## config.mk

```make
export PLATFORM = sky130hd
export DESIGN_NAME = multicycle_ctrl_fsm
export DESIGN_NICKNAME = d
export VERILOG_FILES = /design/src/rtl/mc_ctrl_pkg.sv /design/src/rtl/alu_op_sel.sv /design/src/rtl/multicycle_ctrl_fsm.sv
export SDC_FILE = /design/constraint.sdc
export NUM_CORES = 1
export LEC_CHECK = 0
export CAP_MARGIN = 10
export CORE_MARGIN = 2
export CORE_UTILIZATION = 37
export CTS_CLUSTER_SIZE = 24
export DETAILED_ROUTE_END_ITERATION = 10
export GPL_TIMING_DRIVEN = 0
export HOLD_SLACK_MARGIN = 0.08
export PLACE_DENSITY = 0.79
export SLEW_MARGIN = 20
export SYNTH_ARGS = -nofsm -noshare
export SYNTH_HDL_FRONTEND = slang
export SYNTH_SLANG_ARGS = --single-unit
```

## constraint.sdc

```tcl
create_clock -name clk -period 1.8 [get_ports clk]
set_input_delay 0.18 -clock clk [delete_from_list [all_inputs] [get_ports clk]]
set_output_delay 0.18 -clock clk [all_outputs]
set_load 0.005 [all_outputs]
```

## src/rtl/mc_ctrl_pkg.sv

```systemverilog
// Shared types and constants for the multi-cycle RV32I controller: state encoding,
// opcodes, ALUControlOp codes and datapath mux selects.
package mc_ctrl_pkg;

   typedef enum logic [2:0] {
      S_IDLE = 3'd0,
      S_IF   = 3'd1,
      S_ID   = 3'd2,
      S_EX   = 3'd3,
      S_MEM  = 3'd4,
      S_WB   = 3'd5,
      S_HALT = 3'd6
   } state_t;

   localparam logic [6:0] OP_R      = 7'b0110011;
   localparam logic [6:0] OP_I      = 7'b0010011;
   localparam logic [6:0] OP_LOAD   = 7'b0000011;
   localparam logic [6:0] OP_STORE  = 7'b0100011;
   localparam logic [6:0] OP_BRANCH = 7'b1100011;
   localparam logic [6:0] OP_LUI    = 7'b0110111;
   localparam logic [6:0] OP_AUIPC  = 7'b0010111;
   localparam logic [6:0] OP_JAL    = 7'b1101111;
   localparam logic [6:0] OP_JALR   = 7'b1100111;
   localparam logic [6:0] OP_SYSTEM = 7'b1110011;

   localparam logic [2:0] F3_SR = 3'b101;

   localparam logic [2:0] ConOP_ADD    = 3'b000;
   localparam logic [2:0] ConOP_R      = 3'b001;
   localparam logic [2:0] ConOP_R_     = 3'b101;
   localparam logic [2:0] ConOP_I      = 3'b010;
   localparam logic [2:0] ConOP_I_     = 3'b110;
   localparam logic [2:0] ConOP_BRANCH = 3'b011;
   localparam logic [2:0] ConOP_ID     = 3'b111;

   localparam logic [1:0] SRCA_OLDPC = 2'd0;
   localparam logic [1:0] SRCA_RS1   = 2'd1;
   localparam logic [1:0] SRCA_ZERO  = 2'd2;
   localparam logic [1:0] SRCA_PC    = 2'd3;

   localparam logic [1:0] SRCB_RS2  = 2'd0;
   localparam logic [1:0] SRCB_IMM  = 2'd1;
   localparam logic [1:0] SRCB_FOUR = 2'd2;

   localparam logic [1:0] WB_ALU = 2'd0;
   localparam logic [1:0] WB_MDR = 2'd1;
   localparam logic [1:0] WB_PC  = 2'd2;

   localparam logic PCSRC_ALU    = 1'b0;
   localparam logic PCSRC_ALUOUT = 1'b1;

   // Opcodes the controller can execute; everything else (ECALL included) halts.
   function automatic logic is_exec_op(input logic [6:0] op);
      case (op)
         OP_R, OP_I, OP_LOAD, OP_STORE, OP_BRANCH,
         OP_LUI, OP_AUIPC, OP_JAL, OP_JALR: return 1'b1;
         default:                           return 1'b0;
      endcase
   endfunction

endpackage

```

## src/rtl/alu_op_sel.sv

```systemverilog
// EX-stage ALUControlOp selection from the latched opcode/funct fields.
module alu_op_sel
   import mc_ctrl_pkg::*;
(
   input  logic [6:0] i_opcode,
   input  logic [2:0] i_funct3,
   input  logic       i_funct7_5,
   output logic [2:0] o_alu_op
);

   always_comb begin
      o_alu_op = ConOP_ADD;
      case (i_opcode)
         OP_R:      o_alu_op = i_funct7_5 ? ConOP_R_ : ConOP_R;
         // funct7_5 only selects SRAI among immediates; for ADDI it is imm bit 10
         OP_I:      o_alu_op = (i_funct3 == F3_SR && i_funct7_5) ? ConOP_I_ : ConOP_I;
         OP_BRANCH: o_alu_op = ConOP_BRANCH;
         OP_LUI:    o_alu_op = ConOP_ID;
         default:   o_alu_op = ConOP_ADD;
      endcase
   end

endmodule

```

## src/rtl/multicycle_ctrl_fsm.sv

```systemverilog
// Multi-cycle RV32I controller: IF/ID/EX/MEM/WB sequencing with a memory ready handshake.
// Optional performance counters are enabled with the MC_PERF_CNT_EN macro.
module multicycle_ctrl_fsm
   import mc_ctrl_pkg::*;
#(
   parameter int MEM_TIMEOUT = 0,
   parameter int CNT_W       = 32
) (
   input  logic       clk,
   input  logic       reset_n,
   input  logic [6:0] opcode,
   input  logic [2:0] funct3,
   input  logic       funct7_5,
   input  logic       Bcond,
   input  logic       mem_ready,
   output logic       pc_write,
   output logic       ir_write,
   output logic       i_or_d,
   output logic       mem_read,
   output logic       mem_write,
   output logic       reg_write,
   output logic [1:0] alu_src_a,
   output logic [1:0] alu_src_b,
   output logic [1:0] wb_sel,
   output logic       pc_src,
   output logic [2:0] ALUControlOp,
   output logic       halted,
   output logic       bus_err
`ifdef MC_PERF_CNT_EN
   ,
   output logic [CNT_W-1:0] cycle_cnt,
   output logic [CNT_W-1:0] instret_cnt
`endif
);

   localparam int TO_W = (MEM_TIMEOUT > 1) ? $clog2(MEM_TIMEOUT) : 1;

   state_t          r_state;
   logic [TO_W-1:0] r_wait_cnt;
   logic            r_halted;
   logic            r_bus_err;
   logic [2:0]      w_ex_alu_op;
   logic            w_timeout;

   alu_op_sel u_alu_op_sel (
      .i_opcode   (opcode),
      .i_funct3   (funct3),
      .i_funct7_5 (funct7_5),
      .o_alu_op   (w_ex_alu_op)
   );

   // The Nth consecutive unanswered wait cycle trips; mem_ready on that cycle still wins.
   assign w_timeout = (MEM_TIMEOUT != 0) && !mem_ready &&
                      (r_wait_cnt == TO_W'(MEM_TIMEOUT - 1));

   always_ff @(posedge clk or negedge reset_n) begin
      if (!reset_n) begin
         r_state    <= S_IDLE;
         r_wait_cnt <= '0;
         r_halted   <= 1'b0;
         r_bus_err  <= 1'b0;
      end else begin
         case (r_state)
            S_IDLE: r_state <= S_IF;
            S_IF: begin
               if (mem_ready) begin
                  r_state    <= S_ID;
                  r_wait_cnt <= '0;
               end else if (w_timeout) begin
                  r_state   <= S_HALT;
                  r_halted  <= 1'b1;
                  r_bus_err <= 1'b1;
               end else begin
                  r_wait_cnt <= r_wait_cnt + TO_W'(1);
               end
            end
            S_ID: begin
               if (!is_exec_op(opcode)) begin
                  r_state  <= S_HALT;
                  r_halted <= 1'b1;
               end else begin
                  r_state <= S_EX;
               end
            end
            S_EX: begin
               case (opcode)
                  OP_LOAD, OP_STORE: r_state <= S_MEM;
                  OP_BRANCH, OP_JAL: r_state <= S_IF;
                  default:           r_state <= S_WB;
               endcase
            end
            S_MEM: begin
               if (mem_ready) begin
                  r_state    <= (opcode == OP_LOAD) ? S_WB : S_IF;
                  r_wait_cnt <= '0;
               end else if (w_timeout) begin
                  r_state   <= S_HALT;
                  r_halted  <= 1'b1;
                  r_bus_err <= 1'b1;
               end else begin
                  r_wait_cnt <= r_wait_cnt + TO_W'(1);
               end
            end
            S_WB:    r_state <= S_IF;
            S_HALT:  r_state <= S_HALT;
            default: r_state <= S_IDLE;
         endcase
      end
   end

   // Strobes decode from the current state so an async reset clears them at once.
   always_comb begin
      pc_write     = 1'b0;
      ir_write     = 1'b0;
      i_or_d       = 1'b0;
      mem_read     = 1'b0;
      mem_write    = 1'b0;
      reg_write    = 1'b0;
      alu_src_a    = SRCA_OLDPC;
      alu_src_b    = SRCB_RS2;
      wb_sel       = WB_ALU;
      pc_src       = PCSRC_ALU;
      ALUControlOp = ConOP_ADD;
      case (r_state)
         S_IF: begin
            mem_read  = 1'b1;
            alu_src_a = SRCA_PC;
            alu_src_b = SRCB_FOUR;
            ir_write  = mem_ready;
            pc_write  = mem_ready;
         end
         S_ID: begin
            alu_src_a = SRCA_OLDPC;
            alu_src_b = SRCB_IMM;
         end
         S_EX: begin
            ALUControlOp = w_ex_alu_op;
            case (opcode)
               OP_R: begin
                  alu_src_a = SRCA_RS1;
                  alu_src_b = SRCB_RS2;
               end
               OP_BRANCH: begin
                  alu_src_a = SRCA_RS1;
                  alu_src_b = SRCB_RS2;
                  pc_write  = Bcond;
                  pc_src    = PCSRC_ALUOUT;
               end
               OP_I, OP_LOAD, OP_STORE, OP_JALR: begin
                  alu_src_a = SRCA_RS1;
                  alu_src_b = SRCB_IMM;
               end
               OP_LUI:   alu_src_b = SRCB_IMM;
               OP_AUIPC: begin
                  alu_src_a = SRCA_OLDPC;
                  alu_src_b = SRCB_IMM;
               end
               // Link and jump in one cycle: ALUOut already holds OldPC+imm from ID.
               OP_JAL: begin
                  reg_write = 1'b1;
                  wb_sel    = WB_PC;
                  pc_write  = 1'b1;
                  pc_src    = PCSRC_ALUOUT;
               end
               default: ;
            endcase
         end
         S_MEM: begin
            i_or_d = 1'b1;
            if (opcode == OP_LOAD) mem_read  = 1'b1;
            else                   mem_write = 1'b1;
         end
         S_WB: begin
            reg_write = 1'b1;
            if (opcode == OP_LOAD) begin
               wb_sel = WB_MDR;
            end else if (opcode == OP_JALR) begin
               wb_sel   = WB_PC;
               pc_write = 1'b1;
               pc_src   = PCSRC_ALUOUT;
            end
         end
         default: ;
      endcase
   end

   assign halted  = r_halted;
   assign bus_err = r_bus_err;

`ifdef MC_PERF_CNT_EN
   logic [CNT_W-1:0] r_cycle_cnt;
   logic [CNT_W-1:0] r_instret_cnt;
   logic             w_ret_if;

   assign w_ret_if = (r_state == S_EX  && (opcode == OP_BRANCH || opcode == OP_JAL)) ||
                     (r_state == S_MEM && mem_ready && opcode == OP_STORE) ||
                     (r_state == S_WB);

   always_ff @(posedge clk or negedge reset_n) begin
      if (!reset_n) begin
         r_cycle_cnt   <= '0;
         r_instret_cnt <= '0;
      end else begin
         if (r_state != S_IDLE && r_state != S_HALT) r_cycle_cnt <= r_cycle_cnt + CNT_W'(1);
         if (w_ret_if) r_instret_cnt <= r_instret_cnt + CNT_W'(1);
      end
   end

   assign cycle_cnt   = r_cycle_cnt;
   assign instret_cnt = r_instret_cnt;
`else
   logic w_unused_cnt_w;
   assign w_unused_cnt_w = (CNT_W > 0);
`endif

endmodule

```

After elaboration in Yosys (flattened, before gate mapping)
Cells that the tools add are included.
{"block": "word_totals", "regBits": 4, "wordCells": 65}
{"block": "op_classes", "n_eq_ne": 18, "n_mux": 34, "bitwise": 1, "reduce_logical": 10}
{"cell": "$eq 7x6->1 const B", "count": 3}
{"cell": "$eq 7x7->1 const B", "count": 3}
{"cell": "$mux 3", "count": 7}
{"cell": "$pmux 3 s6", "count": 1}
{"cell": "$eq 7x5->1 const B", "count": 2}
{"cell": "$mux 1", "count": 13}
{"cell": "$eq 3x3->1 const B", "count": 4}
{"cell": "$pmux 3 s4", "count": 1}
{"cell": "$reduce_or 6->1", "count": 2}
{"cell": "$reduce_or 9->1", "count": 1}
{"cell": "$pmux 1 s2", "count": 4}
{"cell": "$pmux 2 s2", "count": 2}
{"cell": "$eq 7x2->1 const B", "count": 1}
{"cell": "$eq 3x2->1 const B", "count": 2}
{"cell": "$mux 2", "count": 3}
{"cell": "$pmux 2 s3", "count": 1}
{"cell": "$pmux 3 s2", "count": 1}
{"cell": "$reduce_or 2->1", "count": 3}
{"cell": "$ne 2x2->1 const B", "count": 2}
{"cell": "$reduce_and 2->1", "count": 2}
{"cell": "$eq 3x1->1 const B", "count": 1}
{"cell": "$logic_not 3->1", "count": 1}
{"cell": "$pmux 1 s3", "count": 1}
{"cell": "$logic_and 1x1->1", "count": 1}
{"cell": "$not 1->1", "count": 1}

Depth between registers and ports, before layout
Gate-level depths: netlist (run 1).
{"block": "depth", "ltp_word": 6, "ltp_mapped": 5, "depth_no_buf": 4}

By module
From an unflattened synthesis (run 1), not the netlist that was laid out.
{"block": "unflattened", "hier_cells": 92, "area_unflattened_um2": 709.4}
{"mod": "multicycle_ctrl_fsm", "instances": 1, "cells_each": 80, "area_per_inst_um2": 623.1, "seq_area_each_um2": 100.1}
{"mod": "alu_op_sel", "instances": 1, "cells_each": 12, "area_per_inst_um2": 86.3, "seq_area_each_um2": 0.0}

Worst setup path before layout (run 1)
OpenSTA, ideal clock, no wires.
{"block": "synth_path", "kind": "flip-flop to output port", "start": "register r_state[2]", "end": "output port reg_write", "arrival_time_ns": 1.187, "setup_slack_ns": 0.433, "path_stages_with_launch": 6, "n_path_buf": 1, "path_cell_list": "dfrtp_1 -> nor2b_1 -> buf_4 -> nand3_2 -> or3_1 -> a21oi_1"}
{"block": "synth_via", "elab_chain_cells": 2}
{"element": "start: declaration", "line_no": "multicycle_ctrl_fsm.sv:38", "rtl": "state_t r_state;"}
{"element": "start signal: assignment", "line_no": "multicycle_ctrl_fsm.sv:94", "rtl": "r_state <= (opcode == OP_LOAD) ? S_WB : S_IF;"}
{"element": "$eq 3x3->1 or $eq 3x2->1 (tied branches)", "line_no": "multicycle_ctrl_fsm.sv:124", "rtl": "case (r_state)"}
{"element": "$pmux 1 s2 (*)", "line_no": "multicycle_ctrl_fsm.sv:124"}
{"element": "end: declaration", "line_no": "multicycle_ctrl_fsm.sv:21", "rtl": "output logic reg_write,"}
Every way passes the cells marked *; elsewhere a longest branch is shown, timed or not.

Worst setup path after layout (run 1)
{"block": "layout_path", "start": "register r_state[1]", "end": "output port reg_write"}
Same word-level chain as after synthesis.

==> results_dict.tcl, run 1 <==
set metrics [dict create \
    place.gp.congestion 0.843 \
    fin_util_pct 73.2 \
    tns_ps 0 \
    path_cells "nor2b_1 -> buf_4 -> nand3_4 -> or3_4 -> a21oi_2 -> buf_2" \
    chipHeight_um 44.1 \
    worst_ep_arrival_time_ps 1610 \
    synth-edff-count 0 \
    synthTopCellsByArea "dfrtp_1, buf_4, nor2_1, nor2b_1, a21oi_1" \
    ys_seq_elements 4 \
    cts_sinks 4 \
    avgSynthCellArea_sq_um 7.44 \
    whs_ps 146 \
    fmaxAchievable_mhz 558 \
    synth_most_common_cell "nor2_1" \
    synthArstFlopShare_pct 100 \
    worst_ir_drop_vdd_uv 510 \
    antenna_found_initial 0 \
    antenna_left 0 \
    slew_viol_final 0 \
    drv_cap 0 \
    drive_gt1_share_pct 37.6 \
    cp_max_fo 5 \
    synth_top_area_cell "dfrtp_1" \
    netlist_top_cells_count "nor2_1, a21oi_1, buf_4, nor2b_1" \
    ios 33 \
    vias_per_cell 5.45 \
    fp.dieW_um 44.1 \
    netlist_area_sq_um 596 \
    dp_hpwl_um 1210 \
    startpoint_type "register" \
    setup_viol 0 \
    hp-class "input pin to async pin" \
    synth_cells 80 \
    grtUsageTotal_pct 19.0 \
    skew_ps 1.07 \
    grt_max_degree 11 \
    drt_iter0_markers 23 \
    final_area_sq_um 1100 \
    start_util_pct 39.5 \
    dr_wl_met3_um 100 \
    grt_pass1_vias 670 \
    synth_top_cell_area_share_pct 16.8 \
    port_buffers 30 \
    drc 0 \
    cts_tree "built" \
    yosysUniqueCellTypes 39 \
    row_count 14 \
    core_area_sq_um 1510 \
    wl_per_cell_um 13.3 \
    first_pass_iters 4 \
    fin_ws_ps 7.49 \
    grt_pass1_wl_um 2820 \
    vias 768 \
    diodes 0 \
    grt_overflow 0 \
    ctsRootBufferMaster "clkbuf_4" \
    end_kind "primary output" \
    cts_hold_repair.buffers 0 \
    crit_required_ps 1620 \
    yosysWarningCount 0 \
    area_growth_pct 85.1 \
    cp_slowest_cell "or3_4" \
    slowest_delay_ps 370 \
    status "finished clean" \
    crit_type "register to primary output" \
    met1_length_um 871 \
    post-route-period-util_pct 99.6 \
    synth_seq_area_share_pct 16.8 \
    clockBufferDepth 2 \
    htreeDepth 1 \
    wl_um 1880 \
    dieArea_sq_um 1950 \
    dp_slack_ps -403 \
    cts_buffers 3 \
    worstSkewPairLatency_ps 240 \
    cellLeakagePower_uw 0.000583 \
    route.met2.wl_um 873 \
    synth_nets 95 \
    rsz0062_at_grt "true" \
    power.density_nw_per_um2 994 \
    top_layer_used "met4" \
    fin_nets 142 \
    cts.clk_slew.worst_paths_ps 40 \
    period_needed_ps 1790 \
    synth_flop_cell "dfrtp_1" \
    dpl_cell_area_sq_um 916 \
    hold_viol_final 0 \
]
## where the power goes
| part | switching [uW] | leakage, uW | total, uW | internal, uW |
|---|---|---|---|---|
| clock | 37.6 | 0.0000138 | 112 | 74.6 |
| combinational | 360 | 0.000523 | 833 | 473 |
| sequential | 19.7 | 0.0000462 | 150 | 130 |
| total | 418 | 0.000583 | 1100 | 678 |
## timing repair
item	4_1_cts	5_1_grt
endpoints found under the setup margin	14	8
buffers inserted	4	8
resized for setup	34	16
pin swaps	2	3
## cells by family (layout without fill, tap and decap cells)
family          Yosys count  in the layout  share of synthesized area (%)
simple gates             38             38                           39.9
other cells               1              1                          0.630
buf+inv                  11             56                           11.3
compound gates           23             23                           26.7
xor+xnor                  2              2                           2.94
mux                       1              1                           1.68
flops                     4              4                           16.8
## stage by stage
| stage | std cells | power [uW] |
|---|---|---|
| after floorplan | 80 | 499 |
| after global placement | 126 | 796 |
| after detailed placement | 126 | 803 |
| after CTS | 133 | 1010 |
| after global routing | 141 | 1190 |
| final | 141 | 1100 |
## state kept, by name (all words and copies together) (netlist names)
signal and cells:
r_state 3, halted 1
## worst max-delay path, delay by kind of cell (launching register included)
kind / cells / cell delay [ps]
AOI/OAI and AO/OA: 1 / 140
and+or+nand+nor: 3 / 590
buffers and inverters: 2 / 290
DFF: 1 / 360
## area by class of cell
cell class                      instances  area, sq um
Buffer                                  6         60.1
Fill cell                             122          404
Clock buffer                            3         22.5
Timing Repair Buffer                   42          377
Tap cell                               16         20.0
Sequential cell                         4          100
Inverter                                5         18.8
Multi-Input combinational cell         65          504
## placed cells by master (no fill, tap or decap), types with 2 or more instances in the layout
cell type	instances
a21o_1	2
a21oi_1	5
buf_4	14
buf_6	4
clkbuf_2	2
clkbuf_4	3
clkdlybuf4s50_1	11
dfrtp_1	4
dlygate4sd2_1	10
dlymetal6s2s_1	5
inv_1	3
inv_2	2
nand2b_4	2
nor2_1	7
nor2_2	3
nor2b_1	4
nor3_1	2
o21a_1	2
o21ai_0	3
o311ai_1	2
or3_4	3
## routing by layer
layer | track usage [%] | vias up
li1 | - | 382
met1 | 26.6 | 355
met2 | 29.7 | 27
met3 | 3.67 | 4
met4 | 5.45 | 0
met5 | 0 | -
## final timing paths
check	startpoint	end	slack [ps]	cells after the start
min in group clk	halted	halted	460	1
min reg2reg	halted	halted	460	1
max in group asynchronous	reset_n	r_state[1]	1490	1
max	r_state[1]	reg_write	7	6
max reg2reg	r_state[2]	r_state[0]	510	4
min	reset_n	r_state[2]	150	1
Power figures use the tool's default switching activity.
==> inputs of run 2 (changes only) <==
Settings changed: MAX_ROUTING_LAYER set to met4.
==> run 2 against run 1 <==
Register-to-register slack is essentially flat. Clock skew is essentially flat. Die area is the same. Largest cell class unchanged. Sequential power is essentially flat. Critical path type unchanged. Clock-buffer cell count is the same. Critical path depth is the same. Hold slack is essentially flat. Combinational power grew 0.5%. Largest power group unchanged. Via count grew 1.2%.
==> results_dict.tcl, run 2 (synthesis results as in run 1) <==
set metrics [dict create \
    status "finished clean" \
    htreeDepth 1 \
    ios 33 \
    hp-class "input pin to async pin" \
    cts.clk_slew.worst_paths_ps 40 \
    grt_overflow 0 \
    drc 0 \
    slew_viol_final 0 \
    grt_max_degree 11 \
    cellLeakagePower_uw 0.000583 \
    wl_um 1900 \
    ctsRootBufferMaster "clkbuf_4" \
    crit_type "register to primary output" \
    post-route-period-util_pct 99.3 \
    period_needed_ps 1790 \
    vias_per_cell 5.51 \
    cts_buffers 3 \
    hold_viol_final 0 \
    place.gp.congestion 0.856 \
    worstSkewPairLatency_ps 240 \
    wl_per_cell_um 13.5 \
    grtUsageTotal_pct 19.7 \
    chipHeight_um 44.1 \
    startpoint_type "register" \
    first_pass_iters 4 \
    setup_viol 0 \
    grt_pass1_vias 670 \
    worst_ir_drop_vdd_uv 510 \
    clockBufferDepth 2 \
    drt_iter0_markers 22 \
    fin_nets 142 \
    port_buffers 30 \
    crit_required_ps 1620 \
    dp_hpwl_um 1210 \
    worst_ep_arrival_time_ps 1610 \
    antenna_left 0 \
    fmaxAchievable_mhz 560 \
    cts_hold_repair.buffers 0 \
    skew_ps 1.01 \
    cts_sinks 4 \
    cts_tree "built" \
    diodes 0 \
    layout_commonest_cell "buf_4" \
    drive_gt1_share_pct 37.6 \
    layout_common_cells "buf_4, clkdlybuf4s50_1, dlygate4sd2_1" \
    drv_cap 0 \
    cp_max_fo 5 \
    start_util_pct 39.5 \
    fin_ws_ps 13.3 \
    core_area_sq_um 1510 \
    area_growth_pct 85.1 \
    antenna_found_initial 0 \
    row_count 14 \
    largest-register "r_state" \
    dieArea_sq_um 1950 \
    grt_pass1_wl_um 2830 \
    rsz0062_at_grt "true" \
    power.density_nw_per_um2 997 \
    largest_reg_flops 3 \
    dp_slack_ps -403 \
    fp.dieW_um 44.1 \
    end_kind "primary output" \
    whs_ps 147 \
    fillers 122 \
    vias 777 \
]
[run 2: routing by layer]
layer	routed length (um)	up-vias	track usage, %
met5	0	-	-
met4	34	0	5.45
met3	117	4	3.67
met2	893	31	29.7
met1	858	358	26.9
li1	-	384	-
[run 2: where the power goes]
group | internal [uW] | leakage [uW] | total, uW | switching, uW
Clock | 74.6 | 0.0000138 | 112 | 37.7
Sequential | 130 | 0.0000462 | 150 | 19.9
Combinational | 473 | 0.000523 | 837 | 363
Total | 678 | 0.000583 | 1100 | 421
[run 2: worst max-delay path, cell delays in order (launching register included)]
cell	delay, ps
dfrtp_1	360
nor2b_1	150
buf_4	170
nand3_4	70
or3_4	370
a21oi_2	140
buf_2	120
[run 2: final timing paths]
kind | start | end | slack [ps] | cells after the start
max reg2reg | r_state[2] | r_state[0] | 510 | 4
min | reset_n | r_state[0] | 150 | 1
min in group clk | halted | halted | 460 | 1
max | r_state[1] | reg_write | 10 | 6
max in group asynchronous | reset_n | r_state[1] | 1480 | 1
min reg2reg | halted | halted | 460 | 1
[run 2: timing repair]
| action | CTS | global route |
|---|---|---|
| buffers inserted | 4 | 8 |
| endpoints found under the setup margin | 14 | 8 |
| pin swaps | 2 | 3 |
| gates resized for setup | 34 | 16 |
[run 2: final cells by class]
| class | count | area [sq um] | area share (%) |
|---|---|---|---|
| Multi-Input combinational cell | 65 | 504 | 45.7 |
| Timing Repair Buffer | 42 | 377 | 34.2 |
| Sequential cell | 4 | 100 | 9.08 |
| Buffer | 6 | 60.1 | 5.45 |
| Clock buffer | 3 | 22.5 | 2.04 |
| Tap cell | 16 | 20.0 | 1.82 |
| Inverter | 5 | 18.8 | 1.70 |
[run 2: stage by stage]
step                utilization (%)  area [sq um]  power (uW)  setup TNS (ps)  std cells
finish                         73.2          1100        1100               0        141
global route                   73.2          1100        1190           -67.9        141
CTS                            66.9          1010        1010           -30.3        133
detailed placement             60.8           916         803           -3490        126
global placement               60.8           916         796           -3450        126
floorplan                         -           596         499               0         80
